## src/rtl/toggle_pkg.sv

```systemverilog
// Shared types and defaults for the pushbutton debouncer.
package toggle_pkg;

  typedef enum logic [1:0] {
    S_LOW  = 2'd0,
    S_RISE = 2'd1,
    S_HIGH = 2'd2,
    S_FALL = 2'd3
  } state_t;

  localparam int DEFAULT_DEBOUNCE_CYCLES = 4;
  localparam int DEFAULT_PRESS_W         = 8;

endpackage

```

## src/rtl/sync_2ff.sv

```systemverilog
// Two-flop synchroniser for a single asynchronous input.
// Resets both stages to 0 asynchronously.
module sync_2ff (
  input  logic clk,
  input  logic rst,
  input  logic d_i,
  output logic q_o
);

  logic s1_q;
  logic s2_q;

  always_ff @(posedge clk or posedge rst) begin
    if (rst) begin
      s1_q <= 1'b0;
      s2_q <= 1'b0;
    end else begin
      s1_q <= d_i;
      s2_q <= s1_q;
    end
  end

  assign q_o = s2_q;

endmodule

```

## src/rtl/toggle_debouncer.sv

```systemverilog
// Synchronises and debounces a raw pushbutton.
// Emits one t/en strobe per accepted press, plus the debounced level and a press counter.
module toggle_debouncer
  import toggle_pkg::*;
#(
  parameter int DEBOUNCE_CYCLES = DEFAULT_DEBOUNCE_CYCLES,
  parameter int PRESS_W         = DEFAULT_PRESS_W
) (
  input  logic               clk,
  input  logic               reset,
  input  logic               btn_in,
  output logic               t,
  output logic               en,
  output logic               level,
  output logic [PRESS_W-1:0] press_count
);

  localparam int CNT_W = $clog2(DEBOUNCE_CYCLES) + 1;
  localparam logic [CNT_W-1:0] CNT_LAST = CNT_W'(DEBOUNCE_CYCLES - 1);

  logic               btn_s;
  state_t             state_q, state_d;
  logic [CNT_W-1:0]   cnt_q, cnt_d;
  logic               t_q, t_d;
  logic               level_q, level_d;
  logic [PRESS_W-1:0] press_q, press_d;

  sync_2ff u_sync (
    .clk (clk),
    .rst (reset),
    .d_i (btn_in),
    .q_o (btn_s)
  );

  always_comb begin
    state_d = state_q;
    cnt_d   = cnt_q;
    t_d     = 1'b0;
    press_d = press_q;
    case (state_q)
      S_LOW: begin
        if (btn_s) begin
          state_d = S_RISE;
          cnt_d   = '0;
        end
      end
      S_RISE: begin
        if (!btn_s) begin
          state_d = S_LOW;
        end else if (cnt_q == CNT_LAST) begin
          // Press accepted: strobe and count land in the same registered cycle.
          state_d = S_HIGH;
          t_d     = 1'b1;
          press_d = press_q + PRESS_W'(1);
        end else begin
          cnt_d = cnt_q + CNT_W'(1);
        end
      end
      S_HIGH: begin
        if (!btn_s) begin
          state_d = S_FALL;
          cnt_d   = '0;
        end
      end
      S_FALL: begin
        if (btn_s) begin
          state_d = S_HIGH;
        end else if (cnt_q == CNT_LAST) begin
          state_d = S_LOW;
        end else begin
          cnt_d = cnt_q + CNT_W'(1);
        end
      end
      default: begin
        state_d = S_LOW;
        cnt_d   = '0;
      end
    endcase
    level_d = (state_d == S_HIGH) || (state_d == S_FALL);
  end

  always_ff @(posedge clk or posedge reset) begin
    if (reset) begin
      state_q <= S_LOW;
      cnt_q   <= '0;
      t_q     <= 1'b0;
      level_q <= 1'b0;
      press_q <= '0;
    end else begin
      state_q <= state_d;
      cnt_q   <= cnt_d;
      t_q     <= t_d;
      level_q <= level_d;
      press_q <= press_d;
    end
  end

  assign t           = t_q;
  assign en          = t_q;
  assign level       = level_q;
  assign press_count = press_q;

endmodule

```

## config.mk

```make
export PLATFORM = sky130hd
export DESIGN_NAME = toggle_debouncer
export DESIGN_NICKNAME = d
export VERILOG_FILES = /design/src/rtl/toggle_pkg.sv /design/src/rtl/sync_2ff.sv /design/src/rtl/toggle_debouncer.sv
export SDC_FILE = /design/constraint.sdc
export NUM_CORES = 1
export LEC_CHECK = 0
export CORE_UTILIZATION = 45
export CTS_CLUSTER_DIAMETER = 80
export CTS_CLUSTER_SIZE = 16
export DETAILED_ROUTE_END_ITERATION = 7
export HOLD_SLACK_MARGIN = 0.02
export PLACE_DENSITY = 0.72
export RECOVER_POWER = 100
export SLEW_MARGIN = 15
export SYNTH_ARGS = -nofsm -noshare
export SYNTH_HDL_FRONTEND = slang
export SYNTH_HIERARCHICAL = 1
export SYNTH_SLANG_ARGS = --single-unit
```

## constraint.sdc

```tcl
create_clock -name clk -period 2.1 [get_ports clk]
set_clock_uncertainty 0.2 [all_clocks]
set_input_delay 0.42 -clock clk [delete_from_list [all_inputs] [get_ports clk]]
set_output_delay 0.42 -clock clk [all_outputs]
set_load 0.02 [all_outputs]
```

==> impl_metrics.json, run 1 <==
{
  "post-route-period-util": 0.959,
  "synth_cells": 56,
  "first_iter_violations": 5,
  "start_util": 0.508,
  "antenna_found_initial": 0,
  "firstDrtPassIters": 2,
  "p_switching_mw": 0.266,
  "core_area_um2": 1380,
  "drive_above_1_share": 0.111,
  "num_antenna_cells": 0,
  "path_class": "reg2out",
  "tns_ns": 0,
  "syn_avg_cell_area_um2": 12.5,
  "maxCapViolCount": 0,
  "avgRoutedWirePerCell_um": 12.4,
  "synth-warning-count": 6,
  "pwr-share-seq": 0.493,
  "synth_nets": 62,
  "via_count": 433,
  "power.density_nw_per_um2": 1000,
  "yosysSeqAreaShare": 0.570,
  "clkLatencyLatePin_ns": 0.28,
  "syn_area_um2": 702,
  "pin_count": 14,
  "min_period_ns": 2.01,
  "tritoncts": "yes",
  "antenna_left": 0,
  "grt_start_max_net_pins": 15,
  "cp.required_ns": 1.48,
  "root_buffer": "clkbuf_4",
  "postCtsSetupBuffers": 0,
  "grt_usage": 0.141,
  "cts_sinks": 16,
  "cp_slowest_cell": "dlygate4sd3_1",
  "grt_pass1_vias": 407,
  "worst_pin_slew_ns": 0.534,
  "ctsHoldBuffers": 0,
  "slew_violations": 0,
  "path_delay_family": "buffers and inverters",
  "grt_overflow": 0,
  "crit_chain": "dlygate4sd3_1",
  "die-area_um2": 1720,
  "crit_path_end_kind": "output port",
  "power.leakage_nw": 0.473,
  "p_int_mw": 0.600,
  "fillers": 107,
  "clock_power_share": 0.228,
  "outcome": "complete, no violations",
  "p_total_mw": 0.867,
  "start_kind": "flip-flop",
  "cp_data_arrival_time_ns": 1.39,
  "critPathBufInv": 1,
  "gp_congestion": 0.715,
  "cts_buffers": 3,
  "rows": 13,
  "io_buffers": 13,
  "htree_levels": 1,
  "cts_resized": 0,
  "path_clk_slew_ns": 0.09,
  "ys_seq_elements": 16,
  "rsz0062_at_grt": "no",
  "peakVddDrop_v": 0.000543,
  "fp.dieW_um": 41.5,
  "hp-class": "reg2reg",
  "clockBufferDepth": 2,
  "syn_to_final_growth_pct": 23.2,
  "finalSetupViolations": 0,
  "timing.fmax_ghz": 0.496,
  "yosysUniqueCellTypes": 18,
  "netSwitchingFraction": 0.307,
  "comb_power_share": 0.279,
  "max_stage_delay_ns": 0.70,
  "drt-total-wl_um": 1080,
  "grt_pass1_wl_um": 1810,
  "slew_headroom": 0.643,
  "final-hold-violation-count": 0,
  "final_net_count": 79,
  "worstPathMaxFanout": 4,
  "drc": 0,
  "die_h_um": 41.5,
  "via_per_inst": 4.98
}
==> cell usage in the layout (no fill, tap or decap), drive strengths merged, types with 2 or more instances in the layout <==
cell,n
xor2,5
dfrtp,16
clkbuf,4
nand2,8
nor3,2
dlygate4sd3,11
ha,3
mux2,2
nand3,2
nand4,2
xnor2,3
clkdlybuf4s50,2
inv,5
==> registers in the layout, indices dropped and copies added, names as in the netlist <==
| name | cells |
|---|---|
| level | 1 |
| u_sync/s1_q | 1 |
| press_count | 8 |
| u_sync/q_o | 1 |
| en | 1 |
| cnt_q | 3 |
| state_q | 1 |
==> area by class of cell <==
class,count,area [um^2],area share
Sequential cell,16,400,0.463
Multi-Input combinational cell,34,260,0.301
Clock buffer,4,36.3,0.0420
Inverter,5,18.8,0.0217
Timing Repair Buffer,13,130,0.151
Tap cell,15,18.8,0.0217
==> cells by family (layout without fill, tap and decap cells) <==
group,count (synthesis),in the layout,synth area share
multiplexers,3,3,0.0463
AO/OA/AOI/OAI,1,1,0.0143
XOR/XNOR,8,8,0.0998
adder cells (fa/ha/maj),3,3,0.0535
buffers and inverters,6,22,0.0374
AND/OR/NAND/NOR,19,19,0.178
flip-flops,16,16,0.570
==> through the flow <==
stage | cell area [um^2] | utilization | worst slack, ns | instances | hold WS [ns]
final | 865 | 0.625 | 0.0854 | 87 | 0.163
after global routing | 865 | 0.625 | 0.0509 | 87 | 0.177
after CTS | 880 | 0.636 | 0.142 | 87 | 0.0981
after global placement | 843 | 0.610 | 0.446 | 83 | 0.137
after floorplan | 702 | - | 0.513 | 56 | -0.0388
after detailed placement | 843 | 0.610 | 0.417 | 83 | 0.146
==> cell usage after synthesis, drive strengths merged <==
cell / number / area (um^2)
dfrtp: 16 / 400
nand2: 8 / 30.0
inv: 5 / 18.8
xor2: 5 / 43.8
ha: 3 / 37.5
xnor2: 3 / 26.3
mux2: 2 / 22.5
nand3: 2 / 10.0
nand4: 2 / 12.5
nor3: 2 / 10.0
a21bo: 1 / 10.0
buf: 1 / 7.51
mux2i: 1 / 10.0
nand4b: 1 / 23.8
nor2: 1 / 3.75
nor2b: 1 / 6.26
nor4: 1 / 21.3
or2b: 1 / 7.51
==> power groups by stage <==
stage | Sequential (mW) | Clock (mW) | Combinational (mW)
5_1_grt | 0.434 | 0.218 | 0.272
2_1_floorplan | 0.450 | 0 | 0.149
6_report | 0.427 | 0.198 | 0.242
3_3_place_gp | 0.428 | 0 | 0.252
4_1_cts | 0.428 | 0.202 | 0.257
3_5_place_dp | 0.433 | 0 | 0.255
==> path summary, 6_finish.rpt <==
kind	start	endpoint	slack, ns	depth (start not counted)
max reg2reg	cnt_q[0]$_DFFE_PP0P_	press_count[7]$_DFFE_PP0P_	0.36	5
min	u_sync/s1_q$_DFF_PP0_	u_sync/q_o$_DFF_PP0_	0.16	0
max	press_count[3]$_DFFE_PP0P_	press_count[3]	0.09	1
max in group asynchronous	reset	cnt_q[2]$_DFFE_PP0P_	0.91	2
min in group asynchronous	reset	u_sync/q_o$_DFF_PP0_	0.24	2
min reg2reg	u_sync/s1_q$_DFF_PP0_	u_sync/q_o$_DFF_PP0_	0.16	0
==> routing by layer <==
| layer | track usage | share of wire |
|---|---|---|
| met1 | 0.201 | 0.53 |
| met2 | 0.203 | 0.42 |
| met3 | 0.0391 | 0.041 |
| met4 | 0.0581 | 0.013 |
| met5 | 0 | 0 |
No activity file was read; power rests on OpenSTA's default activity.
==> run 2: changes to the inputs <==
CORE_UTILIZATION = 48   (was 45)
PLACE_DENSITY = 0.76   (was 0.72)
==> run 2 against run 1 <==
Effect of this change: sequential share of layout area rose by 0.75 points; global-route usage rose by 3.8 points; first-iteration DRC count increased by 80%; worst setup slack better by 0.0037 ns; hold slack better by 0.0077 ns; highest routed layer unchanged.
==> impl_metrics.json, run 2 (synthesized netlist as in run 1, its figures left out) <==
{
  "tns_ns": 0,
  "grt_pass1_wl_um": 1840,
  "cp.required_ns": 1.48,
  "hp-class": "reg2reg",
  "gp_congestion": 0.695,
  "pwr-share-seq": 0.513,
  "num_antenna_cells": 0,
  "drt-total-wl_um": 1100,
  "path_clk_slew_ns": 0.09,
  "via_count": 437,
  "antenna_found_initial": 0,
  "crit_path_end_kind": "output port",
  "fillers": 101,
  "critPathBufInv": 1,
  "power.density_nw_per_um2": 952,
  "peakVddDrop_v": 0.000743,
  "worstPathMaxFanout": 4,
  "hold_depth": 0,
  "firstDrtPassIters": 4,
  "hpwlAfterDp_um": 856,
  "pre_cts_ws_ns": 0.396,
  "io_buffers": 13,
  "path_delay_family": "buffers and inverters",
  "p_switching_mw": 0.255,
  "clkLatencyLatePin_ns": 0.28,
  "first_iter_violations": 9,
  "path_class": "reg2out",
  "ctsHoldBuffers": 0,
  "min-delay-start": "u_sync/s1_q$_DFF_PP0_",
  "min_period_ns": 2.01,
  "maxCapViolCount": 0,
  "grt_pass1_vias": 422,
  "timing.fmax_ghz": 0.497,
  "worst_pin_slew_ns": 0.515,
  "finalSetupViolations": 0,
  "start_util": 0.526,
  "avgRoutedWirePerCell_um": 12.8,
  "slew_violations": 0,
  "die-area_um2": 1620,
  "final_common_cell": "dfrtp_1",
  "postCtsSetupBuffers": 0,
  "grt_start_max_net_pins": 15,
  "largest_reg_flops": 8,
  "drive_above_1_share": 0.0986,
  "r2r_start": "cnt_q[0]$_DFFE_PP0P_",
  "grt_usage": 0.179,
  "cp_data_arrival_time_ns": 1.39,
  "root_buffer": "clkbuf_4",
  "worst_hold_path.endpoint": "u_sync/q_o$_DFF_PP0_",
  "pin_count": 14,
  "via_per_inst": 5.08,
  "slew_headroom": 0.656,
  "layout_common_cells": "16 x dfrtp_1, 12 x dlygate4sd3_1, 8 x nand2_1, 5 x inv_1, 5 x xor2_1",
  "worst-r2r-cell-count": 6,
  "final_net_count": 79,
  "rows": 13,
  "drc": 0,
  "netSwitchingFraction": 0.315,
  "comb_power_share": 0.291,
  "max_stage_delay_ns": 0.70,
  "tritoncts": "yes",
  "htree_levels": 1,
  "p_int_mw": 0.554,
  "final-hold-violation-count": 0,
  "crit_chain": "dlygate4sd3_1",
  "antenna_left": 0,
  "cts_buffers": 3,
  "r2r_end": "press_count[4]$_DFFE_PP0P_",
  "cp_slowest_cell": "dlygate4sd3_1",
  "r2r_slack_ns": 0.13,
  "power.leakage_nw": 0.464,
  "start_kind": "flip-flop",
  "outcome": "complete, no violations",
  "die_h_um": 40.2,
  "syn_to_final_growth_pct": 21.2,
  "post-route-period-util": 0.958,
  "cts_resized": 0,
  "cts_sinks": 16,
  "grt_overflow": 0,
  "rsz0062_at_grt": "no",
  "clockBufferDepth": 2,
  "fp.dieW_um": 40.2,
  "layout_setup_ws_ns": 0.0891,
  "core_area_um2": 1330,
  "clock_power_share": 0.196
}
run 2: changes by cell type in the layout (fill, tap and decap cells not counted), sizes merged:
cell and change:
clkbuf -1, clkdlybuf4s50 -1, dlygate4sd3 +1
run 2: through the flow:
stage	util	hold WS (ns)	instance area, um^2	total power, mW	std cells
finish	0.638	0.171	851	0.810	86
CTS	0.649	0.119	866	0.843	86
global route	0.638	0.178	851	0.865	86
detailed placement	0.632	0.154	843	0.687	83
floorplan	-	-0.0388	702	0.599	56
global placement	0.632	0.134	843	0.678	83
run 2: per-layer routing:
layer,vias up,routed length (um),track usage,share of wire
li1,214,-,-,-
met1,214,524,0.224,0.47
met2,7,541,0.290,0.49
met3,2,32,0.0500,0.029
met4,0,5,0.0750,0.0045
met5,-,0,0,0
run 2: worst max-delay path by stage:
stage	to	cells after the start	slack [ns]	start
after floorplan	cnt_q[0]$_DFFE_PP0P_	5	0.51	cnt_q[0]$_DFFE_PP0P_
after global placement	press_count[4]$_DFFE_PP0P_	6	0.44	cnt_q[0]$_DFFE_PP0P_
after detailed placement	press_count[7]$_DFFE_PP0P_	5	0.40	cnt_q[0]$_DFFE_PP0P_
after CTS	press_count[2]	1	0.12	press_count[2]$_DFFE_PP0P_
after global routing	press_count[4]$_DFFE_PP0P_	6	0.03	cnt_q[0]$_DFFE_PP0P_
final	press_count[0]	1	0.09	press_count[0]$_DFFE_PP0P_
run 2: power groups by stage:
stage          logic, mW  clock network, mW  registers [mW]
2_1_floorplan      0.149                  0           0.450
6_report           0.236              0.159           0.415
3_5_place_dp       0.258                  0           0.429
4_1_cts            0.258              0.162           0.422
3_3_place_gp       0.251                  0           0.428
5_1_grt            0.265              0.173           0.427
run 2: area by class of cell:
class / count / area, um^2 / share of cell area
Multi-Input combinational cell: 34 / 260 / 0.306
Inverter: 5 / 18.8 / 0.0221
Sequential cell: 16 / 400 / 0.471
Tap cell: 15 / 18.8 / 0.0221
Clock buffer: 3 / 22.5 / 0.0265
Timing Repair Buffer: 13 / 130 / 0.153
